## config.mk

```make
export PLATFORM = sky130hd
export DESIGN_NAME = int_add_acc_flat
export DESIGN_NICKNAME = d
export VERILOG_FILES = /design/src/rtl/int_add_pkg.sv /design/src/rtl/int_add_acc_if.sv /design/src/rtl/int_sat_add.sv /design/src/rtl/int_add_acc.sv /design/src/flat_wrapper.sv
export SDC_FILE = /design/constraint.sdc
export NUM_CORES = 1
export LEC_CHECK = 0
export CORE_ASPECT_RATIO = 1.75
export CORE_MARGIN = 3
export CORE_UTILIZATION = 45
export CTS_BUF_LIST = sky130_fd_sc_hd__clkbuf_16
export CTS_CLUSTER_SIZE = 14
export DETAILED_ROUTE_END_ITERATION = 16
export PLACE_DENSITY = 0.66
export REMOVE_ABC_BUFFERS = 1
export SLEW_MARGIN = 15
export SYNTH_ARGS = -nofsm -noshare
export SYNTH_HDL_FRONTEND = slang
export SYNTH_SLANG_ARGS = --single-unit
```

## constraint.sdc

```tcl
create_clock -name clk -period 5 [get_ports clk]
set_input_delay 1 -clock clk [delete_from_list [all_inputs] [get_ports clk]]
set_output_delay 1 -clock clk [all_outputs]
set_load 0.01 [all_outputs]
```

## src/rtl/int_add_pkg.sv

```systemverilog
// Shared types and helpers for the signed integer adder/accumulator.
package int_add_pkg;

  typedef enum logic [1:0] {
    OpAdd  = 2'b00,
    OpSub  = 2'b01,
    OpAcc  = 2'b10,
    OpLoad = 2'b11
  } int_add_op_e;

  function automatic int unsigned max_w(input int unsigned a, input int unsigned b);
    return (a > b) ? a : b;
  endfunction

endpackage

```

## src/rtl/int_add_acc_if.sv

```systemverilog
// Valid/ready input and output streams of int_add_acc.
interface int_add_acc_if
  import int_add_pkg::*;
#(
  parameter int unsigned W_IN_A = 8,
  parameter int unsigned W_IN_B = 16,
  parameter int unsigned W_ACC  = 32
) ();

  logic              in_valid;
  logic              in_ready;
  logic [W_IN_A-1:0] in_a;
  logic [W_IN_B-1:0] in_b;
  int_add_op_e       in_op;
  logic              out_valid;
  logic              out_ready;
  logic [W_ACC-1:0]  out_x;
  logic              out_ovf;

  modport master (
    output in_valid, in_a, in_b, in_op, out_ready,
    input  in_ready, out_valid, out_x, out_ovf
  );

  modport slave (
    input  in_valid, in_a, in_b, in_op, out_ready,
    output in_ready, out_valid, out_x, out_ovf
  );

endinterface

```

## src/rtl/int_sat_add.sv

```systemverilog
// Combinational W-bit signed add with overflow flag.
// Saturates on overflow when INT_ADD_ACC_SAT_EN is defined, otherwise wraps.
module int_sat_add #(
  parameter int unsigned W = 32
) (
  input  logic [W-1:0] a_i,
  input  logic [W-1:0] b_i,
  output logic [W-1:0] sum_o,
  output logic         ovf_o
);

  logic [W-1:0] raw;

  always_comb begin
    raw   = a_i + b_i;
    ovf_o = (a_i[W-1] == b_i[W-1]) && (raw[W-1] != a_i[W-1]);
`ifdef INT_ADD_ACC_SAT_EN
    if (ovf_o) begin
      sum_o = a_i[W-1] ? {1'b1, {(W-1){1'b0}}} : {1'b0, {(W-1){1'b1}}};
    end else begin
      sum_o = raw;
    end
`else
    sum_o = raw;
`endif
  end

endmodule

```

## src/rtl/int_add_acc.sv

```systemverilog
// Two-stage signed add/sub/accumulate pipeline with valid/ready on both sides.
// Optional saturation of the accumulator add via INT_ADD_ACC_SAT_EN.
module int_add_acc
  import int_add_pkg::*;
#(
  parameter int unsigned W_IN_A = 8,
  parameter int unsigned W_IN_B = 16,
  parameter int unsigned W_ACC  = 32
) (
  input  logic         clk,
  input  logic         rst_n,
  int_add_acc_if.slave bus
);

  if (W_ACC < max_w(W_IN_A, W_IN_B) + 1) begin : g_bad_width
    $error("int_add_acc: W_ACC must be >= max(W_IN_A, W_IN_B) + 1");
  end

  logic             s1_valid_q;
  logic [W_ACC-1:0] s1_val_q;
  int_add_op_e      s1_op_q;
  logic             out_valid_q;
  logic [W_ACC-1:0] out_x_q;
  logic             out_ovf_q;
  logic [W_ACC-1:0] acc_q;

  logic             adv2;
  logic             move;
  logic             in_fire;
  logic [W_ACC-1:0] a_ext;
  logic [W_ACC-1:0] b_ext;
  logic [W_ACC-1:0] s1_val_d;
  logic [W_ACC-1:0] acc_sum;
  logic             acc_ovf;

  assign adv2    = !out_valid_q || bus.out_ready;
  assign move    = s1_valid_q && adv2;
  assign in_fire = bus.in_valid && bus.in_ready;

  assign bus.in_ready  = !s1_valid_q || adv2;
  assign bus.out_valid = out_valid_q;
  assign bus.out_x     = out_x_q;
  assign bus.out_ovf   = out_ovf_q;

  // W_ACC exceeds both operand widths, so the stage-1 sum/difference is exact.
  assign a_ext = {{(W_ACC - W_IN_A){bus.in_a[W_IN_A-1]}}, bus.in_a};
  assign b_ext = {{(W_ACC - W_IN_B){bus.in_b[W_IN_B-1]}}, bus.in_b};

  always_comb begin
    s1_val_d = a_ext + b_ext;
    if (bus.in_op == OpSub) begin
      s1_val_d = a_ext - b_ext;
    end
  end

  always_ff @(posedge clk) begin
    if (!rst_n) begin
      s1_valid_q <= 1'b0;
      s1_val_q   <= '0;
      s1_op_q    <= OpAdd;
    end else if (in_fire) begin
      s1_valid_q <= 1'b1;
      s1_val_q   <= s1_val_d;
      s1_op_q    <= bus.in_op;
    end else if (move) begin
      s1_valid_q <= 1'b0;
    end
  end

  int_sat_add #(
    .W (W_ACC)
  ) u_sat_add (
    .a_i   (acc_q),
    .b_i   (s1_val_q),
    .sum_o (acc_sum),
    .ovf_o (acc_ovf)
  );

  // The accumulator only changes on the s1->s2 move, so a stalled beat never re-applies.
  always_ff @(posedge clk) begin
    if (!rst_n) begin
      out_valid_q <= 1'b0;
      out_x_q     <= '0;
      out_ovf_q   <= 1'b0;
      acc_q       <= '0;
    end else if (move) begin
      out_valid_q <= 1'b1;
      unique case (s1_op_q)
        OpAdd, OpSub: begin
          out_x_q   <= s1_val_q;
          out_ovf_q <= 1'b0;
        end
        OpLoad: begin
          acc_q     <= s1_val_q;
          out_x_q   <= s1_val_q;
          out_ovf_q <= 1'b0;
        end
        OpAcc: begin
          acc_q     <= acc_sum;
          out_x_q   <= acc_sum;
          out_ovf_q <= acc_ovf;
        end
      endcase
    end else if (bus.out_ready) begin
      out_valid_q <= 1'b0;
    end
  end

endmodule

```

## src/flat_wrapper.sv

```systemverilog
// flat-port wrapper written by rule: the top's interface ports become plain ports
module int_add_acc_flat import int_add_pkg::*;
#(
  parameter int unsigned W_IN_A = 8,
  parameter int unsigned W_IN_B = 16,
  parameter int unsigned W_ACC  = 32
)
  (clk, rst_n, bus_in_valid, bus_in_a, bus_in_b, bus_in_op, bus_out_ready, bus_in_ready, bus_out_valid, bus_out_x, bus_out_ovf);
  int_add_acc_if #(.W_IN_A(W_IN_A), .W_IN_B(W_IN_B), .W_ACC(W_ACC)) bus_i ();
  input  logic clk;
  input  logic rst_n;
  input wire logic [$bits(bus_i.in_valid)-1:0] bus_in_valid;
  input wire logic [$bits(bus_i.in_a)-1:0] bus_in_a;
  input wire logic [$bits(bus_i.in_b)-1:0] bus_in_b;
  input wire logic [$bits(bus_i.in_op)-1:0] bus_in_op;
  input wire logic [$bits(bus_i.out_ready)-1:0] bus_out_ready;
  output wire logic [$bits(bus_i.in_ready)-1:0] bus_in_ready;
  output wire logic [$bits(bus_i.out_valid)-1:0] bus_out_valid;
  output wire logic [$bits(bus_i.out_x)-1:0] bus_out_x;
  output wire logic [$bits(bus_i.out_ovf)-1:0] bus_out_ovf;
  assign bus_i.in_valid = bus_in_valid;
  assign bus_i.in_a = bus_in_a;
  assign bus_i.in_b = bus_in_b;
  assign bus_i.in_op = bus_in_op;
  assign bus_i.out_ready = bus_out_ready;
  assign bus_in_ready = bus_i.in_ready;
  assign bus_out_valid = bus_i.out_valid;
  assign bus_out_x = bus_i.out_x;
  assign bus_out_ovf = bus_i.out_ovf;
  int_add_acc #(.W_IN_A(W_IN_A), .W_IN_B(W_IN_B), .W_ACC(W_ACC)) u_core (.clk(clk), .rst_n(rst_n), .bus(bus_i));
endmodule
```

==> metrics.txt <==
Final Hold Fails 0; Tightest Hold Check Type flip-flop to flip-flop; gpl congestion 0.905; H-tree levels 3; DP Worst Slack 483 ps; post-cts sizing count 0; Slew Limit Fails 0; most used cell, CP xor2_1; num rows 54; # IOs 65; Initial Util 46.5%; switching pwr 0.000592 W; via count 5430; measured slew at the worst slew-check pin 1040 ps; Synth area leader dfxtp_1; ys async rst share 0%; status finished clean; CTS sink cnt 86; Antenna Cells 0; DIE AREA 14500 µm²; EDFF count, synth 0; vias in the first global route 5447; antenna viol nets, final 0; max frequency 240 MHz; combinational share of power 26.1%; Clock transition at path regs 70 ps; area grow syn2layout 17.4%; placeable core region 12600 µm²; Avg WL per Cell 15.3 µm; ranking of synthesized cells by area dfxtp_1, ha_1, a21oi_1, nand2_1, nor2_1; most common cell in the netlist dfxtp_1; final instance area 6900 µm²; vias per inst 5.71; register area share after synthesis 29.3%; Synth Instances 730; total track usage 20.4%; Clock Path Buffers 2; fin crit share 83.2%; CP max FO 4; DRT iter0 DRCs 190; GRT overflow 0; CTS Buf Count 9; critical path class input port to flip-flop; Post-route DRC 0; routed wire length 14600 µm; unrepaired setup endpoints after global routing no; Reg power frac 40.8%; clk_lat worst skew 350 ps; fillers 1218; yosys warns 0; CP peak stage delay 550 ps; max cap viols 0; Post-synth top cells dfxtp_1, nand2_1, a21oi_1, nor2_1, ha_1; setup ws final 840 ps; post-CTS setup repair buffer count 0; Hold-fix buffers, CTS 0; CP Capture Type flip-flop; clk root buf clkbuf_16; Clk pwr share 33.1%; initial antenna violation count 0; Crit path buffers/inverters 1; Synth top area share 29.3%; TritonCTS clock tree yes; synth unique cells 68; CP top delay family simple AND/OR/NAND/NOR gates; Layout Utilization 54.6%; ys flop type dfxtp_1; Net count, final 858; worst path arrival time 4440 ps; clk_skew 8.04 ps; Die Y 157 µm; setup violators final 0; P per Cell Area 273 nW/µm²; Area after DPL 6630 µm²; Setup Total Neg Slack 0 ps; Yosys reg bits 86; DP HPWL 11000 µm; nature of the critical path startpoint input port; Slowest cell on crit path or4_4; Peak VDD IR 141 µV; first-pass GRT wire length 24200 µm; I/O Buffers 64; Pre-Repair DR Iteration Count 4; average size of a mapped cell 8.05 µm²; Worst EP required 5280 ps; Mapped Area 5880 µm²; largest net degree at the start of global routing 54; Die Wd 92.4 µm; P_leak 2.76 nW; max_slew headroom 30.8%; Final Power 0.00188 W; Sw Ratio 31.4%; cell breakdown of the critical path clkdlybuf4s50_1, or4_4, or3_4, o41ai_1, xor2_1, ha_1, or3_1, o31ai_1, o21ai_0, xor2_1, nand2_1, a21oi_1; Cell Int Power 0.00129 W; share of cells above drive strength 1 8.30%; min Tclk post-route 4160 ps
[placed cells by master, fill, tap and decap left out, types with 9 or more instances in the layout]
cell type         n
dfxtp_1          86
nand2_1          82
a21oi_1          77
nor2_1           77
clkdlybuf4s50_1  64
ha_1             48
o21ai_0          35
a211oi_1         33
xnor2_1          26
xor2_1           23
inv_1            19
nand3_1          19
o221a_2          16
nor3_1           15
a21o_1           15
or3_1            11
nor2b_1           9
clkbuf_16         9
buf_4             9
[through the flow]
| stage | hold slack, ps | instances |
|---|---|---|
| global placement | 453 | 935 |
| global route | 496 | 951 |
| floorplan | 441 | 694 |
| CTS | 472 | 951 |
| finish | 468 | 951 |
| detailed placement | 463 | 935 |
[metal layers]
layer | part of all wire, % | wire length (µm) | vias up | GRT usage (%)
met3 | 3.2 | 464 | 38 | 2.97
met2 | 55 | 7970 | 111 | 40.2
met5 | 0 | 0 | - | 0
met1 | 38 | 5580 | 2529 | 20.0
met4 | 3.9 | 563 | 0 | 10.3
li1 | - | - | 2752 | -
[final cells by class]
type	count	area [µm²]	area share (%)
timing repair buffer	73	708	10.3
clock inverter	7	50.0	0.725
clock buffer	9	225	3.26
multi-input combinational	589	3910	56.7
tap	168	210	3.05
sequential	86	1720	25.0
inverter	19	71.3	1.03
[logic make-up after synthesis]
family,share of synthesized area [%]
buffers and inverters,4.24
AOI/OAI and AO/OA,27.3
xor gates and xnor gates,7.30
adders and majority gates,10.9
muxes,0.852
DFF,29.3
and+or+nand+nor,20.2
[state kept, by name, indices dropped and copies added (netlist names)]
signal	cells
u_core.bus.out_ovf	1
u_core.s1_valid_q	1
u_core.acc_q	32
u_core.s1_val_q	17
u_core.bus.out_valid	1
u_core.bus.out_x	32
u_core.s1_op_q	2
[worst reg2reg max path: stages (launching register included)]
cell and delay, ps:
dfxtp_1 360, ha_1 210, inv_1 70, fa_1 370, and2b_1 240, o31a_2 190, o21ai_2 110, a21oi_2 200
o21ai_2 110, o211a_1 300, nor4_2 400, o21ai_1 180, or3_1 350, a31oi_1 160
[power groups by stage]
stage | registers, W | clock network (W) | logic, W
3_3_place_gp | 0.000781 | 0 | 0.000478
6_report | 0.000768 | 0.000624 | 0.000492
3_5_place_dp | 0.000783 | 0 | 0.000491
4_1_cts | 0.000768 | 0.000640 | 0.000494
5_1_grt | 0.000774 | 0.000664 | 0.000553
2_1_floorplan | 0.000782 | 0 | 0.000329
[final timing paths]
check                                  start                                to  cells after the start  slack (ps)
min reg2reg    u_core.acc_q[14]$_SDFFE_PN0P_     u_core.acc_q[14]$_SDFFE_PN0P_                      2         470
max reg2reg  u_core.s1_val_q[0]$_SDFFE_PN0P_     u_core.acc_q[30]$_SDFFE_PN0P_                     13        1680
max                              bus_in_b[5]  u_core.s1_val_q[15]$_SDFFE_PN0P_                     12         840
min            u_core.acc_q[14]$_SDFFE_PN0P_     u_core.acc_q[14]$_SDFFE_PN0P_                      2         470
Note: power is estimated with default switching activity, not from simulation.
